[config.mk]
export PLATFORM = sky130hd
export DESIGN_NAME = instr_seq
export DESIGN_NICKNAME = d
export VERILOG_FILES = /design/src/rtl/instr_seq.sv
export SDC_FILE = /design/constraint.sdc
export NUM_CORES = 1
export LEC_CHECK = 0
export ABC_AREA = 0
export CAP_MARGIN = 20
export CORE_UTILIZATION = 51
export DETAILED_ROUTE_END_ITERATION = 10
export PLACE_DENSITY = 0.89
export SLEW_MARGIN = 20
export SYNTH_ARGS = -nofsm -noshare
export SYNTH_HDL_FRONTEND = slang
export SYNTH_SLANG_ARGS = --single-unit
[constraint.sdc]
create_clock -name clk -period 9 [get_ports clk]
set_input_delay 1.8 -clock clk [delete_from_list [all_inputs] [get_ports clk]]
set_output_delay 1.8 -clock clk [all_outputs]
set_load 0.03 [all_outputs]
[src/rtl/instr_seq.sv]
// instr_seq: single-issue instruction sequencer. It fetches words from imem
// starting at RESET_PC, presents each one to the core for exactly one cycle,
// and halts on ECALL/EBREAK or when a fetch goes unanswered too long.
// Optional feature macro: INSTR_SEQ_STEP_EN adds step_mode/step inputs and a
// PAUSE state used for single-stepping.
module instr_seq #(
    parameter logic [31:0] RESET_PC = 32'h0000_0000,
    parameter int unsigned TIMEOUT  = 16
) (
    input  logic        clk,
    input  logic        rst,
    input  logic        start,
    input  logic        abort,
`ifdef INSTR_SEQ_STEP_EN
    input  logic        step_mode,
    input  logic        step,
`endif
    output logic        imem_req,
    output logic [31:0] imem_addr,
    input  logic        imem_valid,
    input  logic [31:0] imem_rdata,
    output logic [31:0] core_instr,
    output logic        core_issue,
    output logic [31:0] pc,
    output logic [31:0] retired_cnt,
    output logic        busy,
    output logic        halted,
    output logic        err
);

    localparam logic [31:0] NOP      = 32'h0000_0013;
    localparam logic [31:0] ECALL    = 32'h0000_0073;
    localparam logic [31:0] EBREAK   = 32'h0010_0073;
    localparam logic [7:0]  TMO_LAST = 8'(TIMEOUT - 1);

    typedef enum logic [2:0] {
        IDLE,
        FETCH,
        ISSUE,
        HALTED
`ifdef INSTR_SEQ_STEP_EN
        , PAUSE
`endif
    } state_t;

    state_t      state;
    state_t      state_d;
    logic [31:0] instr_q;
    logic [7:0]  tmo_cnt;
    logic        do_start;
    logic        do_latch;
    logic        do_retire;
    logic        do_tmo;

    function automatic logic is_halt(input logic [31:0] w);
        return (w == ECALL) || (w == EBREAK);
    endfunction

    // State register
    always_ff @(posedge clk or posedge rst) begin
        if (rst) state <= IDLE;
        else     state <= state_d;
    end

    // Next-state decode; abort outranks every other exit condition
    always_comb begin
        state_d   = state;
        do_start  = 1'b0;
        do_latch  = 1'b0;
        do_retire = 1'b0;
        do_tmo    = 1'b0;
        case (state)
            IDLE, HALTED: begin
                if (start && !abort) begin
                    state_d  = FETCH;
                    do_start = 1'b1;
                end
            end
            FETCH: begin
                if (abort) begin
                    state_d = IDLE;
                end else if (imem_valid) begin
                    do_latch = 1'b1;
                    state_d  = is_halt(imem_rdata) ? HALTED : ISSUE;
                end else if (tmo_cnt == TMO_LAST) begin
                    state_d = HALTED;
                    do_tmo  = 1'b1;
                end
            end
            ISSUE: begin
                // the instruction on the bus this cycle retires even if aborted
                do_retire = 1'b1;
                if (abort) state_d = IDLE;
`ifdef INSTR_SEQ_STEP_EN
                else if (step_mode) state_d = PAUSE;
`endif
                else state_d = FETCH;
            end
`ifdef INSTR_SEQ_STEP_EN
            PAUSE: begin
                if (abort)     state_d = IDLE;
                else if (step) state_d = FETCH;
            end
`endif
            default: state_d = IDLE;
        endcase
    end

    // Datapath registers: pc, retirement count, error flag, timeout, instruction
    always_ff @(posedge clk or posedge rst) begin
        if (rst) begin
            pc          <= RESET_PC;
            retired_cnt <= '0;
            err         <= 1'b0;
            tmo_cnt     <= '0;
            instr_q     <= NOP;
        end else begin
            if (do_start) begin
                pc          <= RESET_PC;
                retired_cnt <= '0;
                err         <= 1'b0;
            end
            if (do_latch) instr_q <= imem_rdata;
            if (do_retire) begin
                pc <= pc + 32'd4;
                if (retired_cnt != '1) retired_cnt <= retired_cnt + 32'd1;
            end
            if (do_tmo) err <= 1'b1;
            if (state == FETCH && !imem_valid) tmo_cnt <= tmo_cnt + 8'd1;
            else                               tmo_cnt <= '0;
        end
    end

    // Outputs decoded from registered state only
    always_comb begin
        imem_req   = (state == FETCH);
        imem_addr  = pc;
        core_issue = (state == ISSUE);
        core_instr = (state == ISSUE) ? instr_q : NOP;
        halted     = (state == HALTED);
`ifdef INSTR_SEQ_STEP_EN
        busy       = (state == FETCH) || (state == ISSUE) || (state == PAUSE);
`else
        busy       = (state == FETCH) || (state == ISSUE);
`endif
    end

endmodule

# Yosys cells after proc, flatten, opt, wreduce, memory -nomap -nowiden
# Index checks and enable logic that the tools add are counted.
# totals
inputBits	37
register_bits	108
# op_classes
n_addsub	3
n_eq_ne	9
n_mux	26
n_reduce_logical	11
# ops
op	n
$mux W32	6
$add A32 B1 Y32 const B	1
$add A32 B3 Y32 const B	1
$eq A32 B21 Y1 const B	1
$eq A32 B7 Y1 const B	1
$ne A32 B32 Y1 const B	1
$mux W1	14
$mux W3	4
$pmux W3 S3	1
$add A8 B1 Y8 const B	1
$eq A8 B4 Y1 const B	1
$mux W8	1
$eq A3 B2 Y1 const B	2
$ne A4 B2 Y1 const B	1
$reduce_bool A2 Y1	2
$eq A3 B1 Y1 const B	1
$logic_not A3 Y1	1
$logic_and A1 B1 Y1	2
$logic_not A1 Y1	2
$logic_or A1 B1 Y1	2
$ne A2 B2 Y1 const B	1
$reduce_and A2 Y1	1
$reduce_or A2 Y1	1

# Logic depth before layout (Yosys ltp)
# depth
depth_word	7
mapped_depth	9

# Worst setup path before layout
# No wires, ideal clock.
# synth_path
path_kind	register -> output
from	reg state[0]
to	out core_instr[2]
setup_slack_ns	5.580
n_path_buf	2
arrival_time_ns	1.620
path_stages_with_launch	6
t_required_ns	7.200
cell_sequence	dfrtp_1 inv_1 ha_1 buf_2 clkbuf_1 and2_1
# synth_between
elab_chain_len	2
# synth_rtl
element	line	text
start: declaration	46	state_t state;
start signal: assignment	62	else state <= state_d;
$eq A3 B2 Y1	--	
net core_issue	23	output logic core_issue,
$mux W32	139	core_instr = (state == ISSUE) ? instr_q : NOP;
end: declaration	22	output logic [31:0] core_instr,
# The timed path passes the listed nets, and every way through them passes these cells.

# Worst setup path in the final report
# layout_path
from	reg state[0]
to	out core_instr[31]
# layout_between
elab_chain_len	2
# layout_rtl
element	line
$eq A3 B2 Y1	139
$mux W32	139
# No other way between the ends.

==> impl_metrics.prom <==
# TYPE chip_impl_metric gauge
chip_impl_metric{name="finalHoldWorstSlack",unit="ns"} 0.461
chip_impl_info{name="cts_tree",value="done"} 1
chip_impl_metric{name="synth_seq_area_share",unit=""} 0.465
chip_impl_metric{name="critical_path.n_buffers_inverters",unit=""} 2
chip_impl_metric{name="worst-endpoint-arrival",unit="ns"} 2.66
chip_impl_metric{name="cellLeakagePower",unit="nW"} 2.96
chip_impl_metric{name="floorplan.io_pins",unit=""} 170
chip_impl_metric{name="die_area",unit="um^2"} 11500
chip_impl_metric{name="grt_remaining_overflow",unit=""} 0
chip_impl_info{name="synthMostInstantiatedCell",value="sky130_fd_sc_hd__dfrtp_1"} 1
chip_impl_metric{name="design.core.area",unit="um^2"} 10800
chip_impl_info{name="worst_path_max_delay_cell",value="sky130_fd_sc_hd__ha_2"} 1
chip_impl_metric{name="share_of_final_layout_standard_cells_stronger_than_drive_strength_1",unit=""} 0.0886
chip_impl_metric{name="tritoncts.num_buffers",unit=""} 9
chip_impl_metric{name="cts_resized",unit=""} 0
chip_impl_metric{name="timing_max_transition_violations_final",unit=""} 0
chip_impl_metric{name="flow.area_growth_from_synthesis",unit="%"} 29.8
chip_impl_info{name="hold_class",value="flop to flop"} 1
chip_impl_metric{name="final_cell_area",unit="um^2"} 7340
chip_impl_metric{name="synth_largest_type_area_fraction",unit=""} 0.451
chip_impl_metric{name="postCtsHoldBufs",unit=""} 0
chip_impl_metric{name="max-vdd-ir-drop",unit="V"} 0.000155
chip_impl_metric{name="grt_antenna_before_repair",unit=""} 0
chip_impl_metric{name="share_clk_of_total_power",unit=""} 0.169
chip_impl_info{name="cell_accounting_for_the_most_synthesized_area",value="sky130_fd_sc_hd__dfrtp_1"} 1
chip_impl_metric{name="seqCellArea",unit="um^2"} 2630
chip_impl_metric{name="core.rowCount",unit=""} 38
chip_impl_metric{name="finish.utilization",unit=""} 0.677
chip_impl_metric{name="power.share.combinational",unit=""} 0.439
chip_impl_metric{name="power.switching_fraction",unit=""} 0.410
chip_impl_metric{name="maxcap_viol_count",unit=""} 0
chip_impl_metric{name="synth.ff_latch_count",unit=""} 105
chip_impl_metric{name="drt_first_iter_violations",unit=""} 337
chip_impl_info{name="worst_r2r_endpoint",value="retired_cnt[23]"} 1
chip_impl_metric{name="setup_total_negative_slack",unit="ns"} 0
chip_impl_metric{name="hold_depth",unit=""} 1
chip_impl_info{name="netlist_top_cells_count",value="102 x sky130_fd_sc_hd__dfrtp_1, 46 x sky130_fd_sc_hd__nand2_1, 46 x sky130_fd_sc_hd__o21ai_0"} 1
chip_impl_metric{name="avgViaCountPerCell",unit=""} 5.96
chip_impl_metric{name="final.min_clock_period",unit="ns"} 4.46
chip_impl_metric{name="placedCellCount",unit=""} 824
chip_impl_metric{name="die_height",unit="um"} 107
chip_impl_metric{name="drt_pre_antenna_iters",unit=""} 5
chip_impl_info{name="critical_path.cell_chain",value="inv_1 -> ha_2 -> and2_1 -> clkdlybuf4s50_1"} 1
chip_impl_info{name="crit-reg2reg-launch",value="state[0]"} 1
chip_impl_metric{name="first_global_vias",unit=""} 4677
chip_impl_metric{name="postSynthAreaPerCell",unit="um^2"} 9.87
chip_impl_metric{name="nets",unit=""} 738
chip_impl_metric{name="maxSlewHeadroom",unit=""} 0.352
chip_impl_metric{name="synthDistinctLibCells",unit=""} 53
chip_impl_metric{name="max_freq",unit="GHz"} 0.224
chip_impl_metric{name="p_sw",unit="uW"} 722
chip_impl_metric{name="worst-r2r-cell-count",unit=""} 6
chip_impl_metric{name="cts_sinks",unit=""} 105
chip_impl_metric{name="htreeDepth",unit=""} 3
chip_impl_metric{name="fin_ws",unit="ns"} 4.54
chip_impl_metric{name="timing.critical_path.required",unit="ns"} 7.20
chip_impl_metric{name="track_usage",unit=""} 0.252
chip_impl_metric{name="report.power.total",unit="mW"} 1.76
chip_impl_metric{name="critical_path_peak_fanout",unit=""} 57
chip_impl_info{name="status",value="complete, no violations"} 1
chip_impl_metric{name="async_set_or_reset_register_ratio_after_synthesis",unit=""} 1.00
chip_impl_metric{name="powerDensity",unit="nW/um^2"} 240
chip_impl_metric{name="grt_pass1_wl",unit="um"} 23000
chip_impl_metric{name="synthesis.area",unit="um^2"} 5660
chip_impl_metric{name="post_layout_nonfiller_instances",unit=""} 840
chip_impl_metric{name="antenna_left",unit=""} 0
chip_impl_info{name="unrepaired_setup_endpoints_after_global_routing",value="false"} 1
chip_impl_info{name="ys_top_cells_by_area",value="sky130_fd_sc_hd__dfrtp_1 45%, sky130_fd_sc_hd__mux2_2 6.4%, sky130_fd_sc_hd__buf_4 4.5%"} 1
chip_impl_info{name="worst_hold_startpoint",value="tmo_cnt[0]"} 1
chip_impl_metric{name="wl",unit="um"} 14200
chip_impl_info{name="worst_hold_path.endpoint",value="tmo_cnt[0]"} 1
chip_impl_info{name="synth_ff_type",value="sky130_fd_sc_hd__dfrtp_1"} 1
chip_impl_metric{name="internal-power",unit="mW"} 1.04
chip_impl_metric{name="netlist_instances",unit=""} 573
chip_impl_metric{name="layout_worst_path_cycle_share",unit=""} 0.495
chip_impl_metric{name="port_buffers",unit=""} 165
chip_impl_metric{name="clock-skew-final",unit="ns"} 0.0112
chip_impl_metric{name="postCtsSetupBuffers",unit=""} 0
chip_impl_info{name="critical_path.top_delay_family",value="adder cells"} 1
chip_impl_metric{name="starting_density_of_the_core",unit=""} 0.522
chip_impl_metric{name="drc",unit=""} 0
chip_impl_metric{name="fillerInstances",unit=""} 843
chip_impl_metric{name="multi_input_comb_area",unit="um^2"} 2620
chip_impl_metric{name="clkSlewWorstSetupHoldPaths",unit="ns"} 0.11
chip_impl_metric{name="max-clock-path-buffers",unit=""} 2
chip_impl_metric{name="tightestPinTransition",unit="ns"} 0.968
chip_impl_metric{name="routability_congestion_estimate_from_global_placement",unit=""} 0.849
chip_impl_metric{name="num_vias",unit=""} 5010
chip_impl_metric{name="dpl.hpwl",unit="um"} 10100
chip_impl_metric{name="final-setup-viol-count",unit=""} 0
chip_impl_metric{name="worst-r2r-setup-slack",unit="ns"} 5.26
chip_impl_metric{name="num_antenna_cells",unit=""} 0
chip_impl_metric{name="finalHoldViolations",unit=""} 0
chip_impl_metric{name="yosys_warnings",unit=""} 0
chip_impl_info{name="worstSetupStartpointType",value="flop"} 1
chip_impl_metric{name="grt_max_degree",unit=""} 71
chip_impl_metric{name="seq_power_share",unit=""} 0.392
chip_impl_info{name="worstSetupEndpointType",value="output pin"} 1
chip_impl_metric{name="placedInstanceArea",unit="um^2"} 7140
chip_impl_metric{name="die_width",unit="um"} 107
chip_impl_metric{name="critical-path-max-stage-delay",unit="ns"} 0.82
chip_impl_info{name="cts_root_buf",value="sky130_fd_sc_hd__clkbuf_8"} 1
chip_impl_metric{name="clk-insertion-delay-late",unit="ns"} 0.38
chip_impl_info{name="setup.worst_path.class",value="flop to output pin"} 1
chip_impl_metric{name="pre_cts_ws",unit="ns"} 4.74
chip_impl_metric{name="post_synth_edffs",unit=""} 0
chip_impl_metric{name="routed_wire_length_per_instance",unit="um"} 16.9
metal layers:
layer	wire length [um]	GRT usage	vias up	part of all wire
met5	0	0	-	0
met4	395	0.111	0	0.028
met3	855	0.0381	35	0.060
met2	7270	0.435	230	0.51
met1	5660	0.312	2437	0.40
li1	-	-	2308	-
cell families (layout without fill, tap and decap cells):
logic type | after synthesis | after routing | synth area share
xor+xnor | 9 | 9 | 0.0139
simple gates | 232 | 232 | 0.232
compound gates | 107 | 107 | 0.121
buf+inv | 72 | 196 | 0.0741
fa+ha+maj | 6 | 6 | 0.0133
other cells | 1 | 4 | 0.000663
mux | 41 | 41 | 0.0796
flops | 105 | 105 | 0.465
worst reg2reg max path, delay by kind of cell (launching register included):
| kind | cells | cell delay (ns) |
|---|---|---|
| adders and majority gates | 1 | 0.82 |
| buffers and inverters | 2 | 0.69 |
| AOI/OAI and AO/OA | 2 | 1.25 |
| DFF | 1 | 0.42 |
| and+or+nand+nor | 1 | 0.48 |
power by group through the flow:
stage | registers (mW) | clock network [mW] | logic (mW)
after floorplan | 0.737 | 0 | 0.442
after global placement | 0.686 | 0 | 0.751
after detailed placement | 0.698 | 0 | 0.772
after CTS | 0.688 | 0.301 | 0.776
after global routing | 0.706 | 0.322 | 0.823
final | 0.690 | 0.297 | 0.774
worst max path at each step:
stage,startpoint,endpoint,cells after the start,slack (ns)
after CTS,state[0],core_instr[31],4,4.51
after detailed placement,start,retired_cnt[16],5,4.74
after floorplan,rst,err,1,4.44
after global placement,start,retired_cnt[24],5,4.81
after global routing,state[0],core_instr[31],4,4.37
final,state[0],core_instr[31],4,4.54
area by class of cell:
| cell class | instances | area share |
|---|---|---|
| clock buffers | 10 | 0.0174 |
| clock inverters | 6 | 0.00938 |
| inverters | 13 | 0.00699 |
| multi-input cells | 399 | 0.357 |
| flip-flops and latches | 105 | 0.359 |
| well taps | 140 | 0.0239 |
| repair buffers | 167 | 0.227 |
cells in the final DEF, fill, tap and decap left out, types with 12 or more instances in the layout:
cell                              count
sky130_fd_sc_hd__and2_1              33
sky130_fd_sc_hd__and3_1              17
sky130_fd_sc_hd__clkdlybuf4s50_1    165
sky130_fd_sc_hd__dfrtp_1            102
sky130_fd_sc_hd__inv_1               12
sky130_fd_sc_hd__mux2_2              32
sky130_fd_sc_hd__nand2_1             46
sky130_fd_sc_hd__nand3_1             36
sky130_fd_sc_hd__nand4_1             21
sky130_fd_sc_hd__nor2_1              21
sky130_fd_sc_hd__o211ai_1            13
sky130_fd_sc_hd__o21ai_0             46
sky130_fd_sc_hd__or3_1               14
registers in the layout (all words and copies together), names as in the netlist:
register / flops
imem_addr: 30
err: 1
state: 2
instr_q: 32
retired_cnt: 32
tmo_cnt: 8
No activity file was read; power rests on OpenSTA's default activity.
==> variant, RTL diff (same flow settings) <==
Re-encode `state_t` (4 states) as Gray code, 2 bits wide.
--- a/src/rtl/instr_seq.sv
+++ b/src/rtl/instr_seq.sv
@@ -33,11 +33,11 @@
     localparam logic [31:0] EBREAK   = 32'h0010_0073;
     localparam logic [7:0]  TMO_LAST = 8'(TIMEOUT - 1);
 
-    typedef enum logic [2:0] {
-        IDLE,
-        FETCH,
-        ISSUE,
-        HALTED
+    typedef enum logic [1:0] {
+        IDLE   = 2'b00,
+        FETCH  = 2'b01,
+        ISSUE  = 2'b11,
+        HALTED = 2'b10
 `ifdef INSTR_SEQ_STEP_EN
         , PAUSE
 `endif
Behaviour: same outputs for any inputs over 10 cycles, from zero or initial values and one cycle with rst high; not proved beyond that.
==> variant against the original RTL <==
- sequential cell count unchanged
- register-to-register slack better by 0.72 ns
- routed wire length rose by 2.5%
- sequential share of layout area about the same
- setup slack got worse by 0.46 ns
- final area barely moved
- largest cell class unchanged
- die area down 0.41%
- synthesized area shrank 0.42%
- global-route usage is 0.74 points higher
Power is not compared: it rests on default switching activity, and its combinational part moved more than twofold at a synthesized area within 25%.
==> variant: results (changes against the original RTL) <==
status=finished clean; fraction of area in registers=35.88% (about the same); largest net degree at the start of global routing=76 (+7.0%); family with the most delay on the worst path=buffers and inverters; clock buf count=9 (-1); Placer Congestion=0.9252 (+9.0%); post-synthesis mux area share=9.776% (+1.8 points); register area share after synthesis=46.72% (+0.20 points); Clock-cell share=2.542% (-0.13 points); Slew headroom=27.68% (-7.6 points); synthesized-area fraction occupied by adder cells=0.6665% (-0.66 points); list of most frequent post-synthesis cells=dfrtp_1 (102), nand2_1 (50), o21ai_0 (47); Compound-Gate Fraction of Synth Area=11.20% (-0.88 points); Min Hold Slack=0.4713 ns (+0.01028 ns); multi-input gates=403 (+1.0%); number of global-route vias before repair=4893 (+4.6%); nets@finish=740 (+0.27%); crit path time final=4.915 ns (+0.4559 ns); Layout area overhead=30.24%; r2r endpoint=imem_addr[19]; Placed Cells=829 (+0.61%); Plain + repair buffers=173 (+3.6%); Routed WL per cell=17.19 µm (+1.8%); dpl cell area=7148 µm² (about the same); dpl hpwl=10.31 mm (+1.8%); DRT Pass-1 Iters=7 (+2); pre-CTS setup slack=4.525 ns (-0.2148 ns); crit path to=core_issue; 1st-iter DRT viols=334 (-0.89%); Tot GR Track Use=25.91% (+0.74 points); post-synthesis xor/xnor area fraction=1.400% (+0.0059 points); CP max FO=37 (-35%); post-synth cell types=54 (+1.9%); Multi-input gate area=2597 µm² (-0.81%); Routed WL=14.53 mm (+2.5%); reg2reg setup slack=5.98 ns (+0.72 ns); first-pass GRT wire length=23.60 mm (+2.6%); Clock Skews=0.01171 ns (+0.0004966 ns); share of layout cells above drive strength 1=9.787% (+0.93 points)
[variant: cell count changes after synthesis, sizes merged, moves of 7 or more]
| cell | before | now |
|---|---|---|
| mux2i | 9 | 19 |
| clkbuf | 15 | 24 |
| and2 | 33 | 7 |
| o211ai | 13 | 6 |
| or3 | 14 | 4 |
| nor2 | 21 | 30 |
| nand3 | 38 | 27 |
| and3 | 17 | 47 |
[variant: power by group through the flow]
| stage | Combinational, W | Clock (W) | Sequential, W |
|---|---|---|---|
| 6_report | 0.000142 | 0.000280 | 0.000547 |
| 2_1_floorplan | 0.0000913 | 0 | 0.000547 |
| 5_1_grt | 0.000154 | 0.000302 | 0.000553 |
| 3_3_place_gp | 0.000138 | 0 | 0.000551 |
| 3_5_place_dp | 0.000143 | 0 | 0.000556 |
| 4_1_cts | 0.000143 | 0.000285 | 0.000547 |
[variant: layer usage]
metal	vias up	GRT usage (%)	wire, µm
li1	2341	-	-
met1	2443	31.30	5779
met2	227	44.88	7344
met3	31	5.957	1145
met4	0	9.785	255
met5	-	0	0
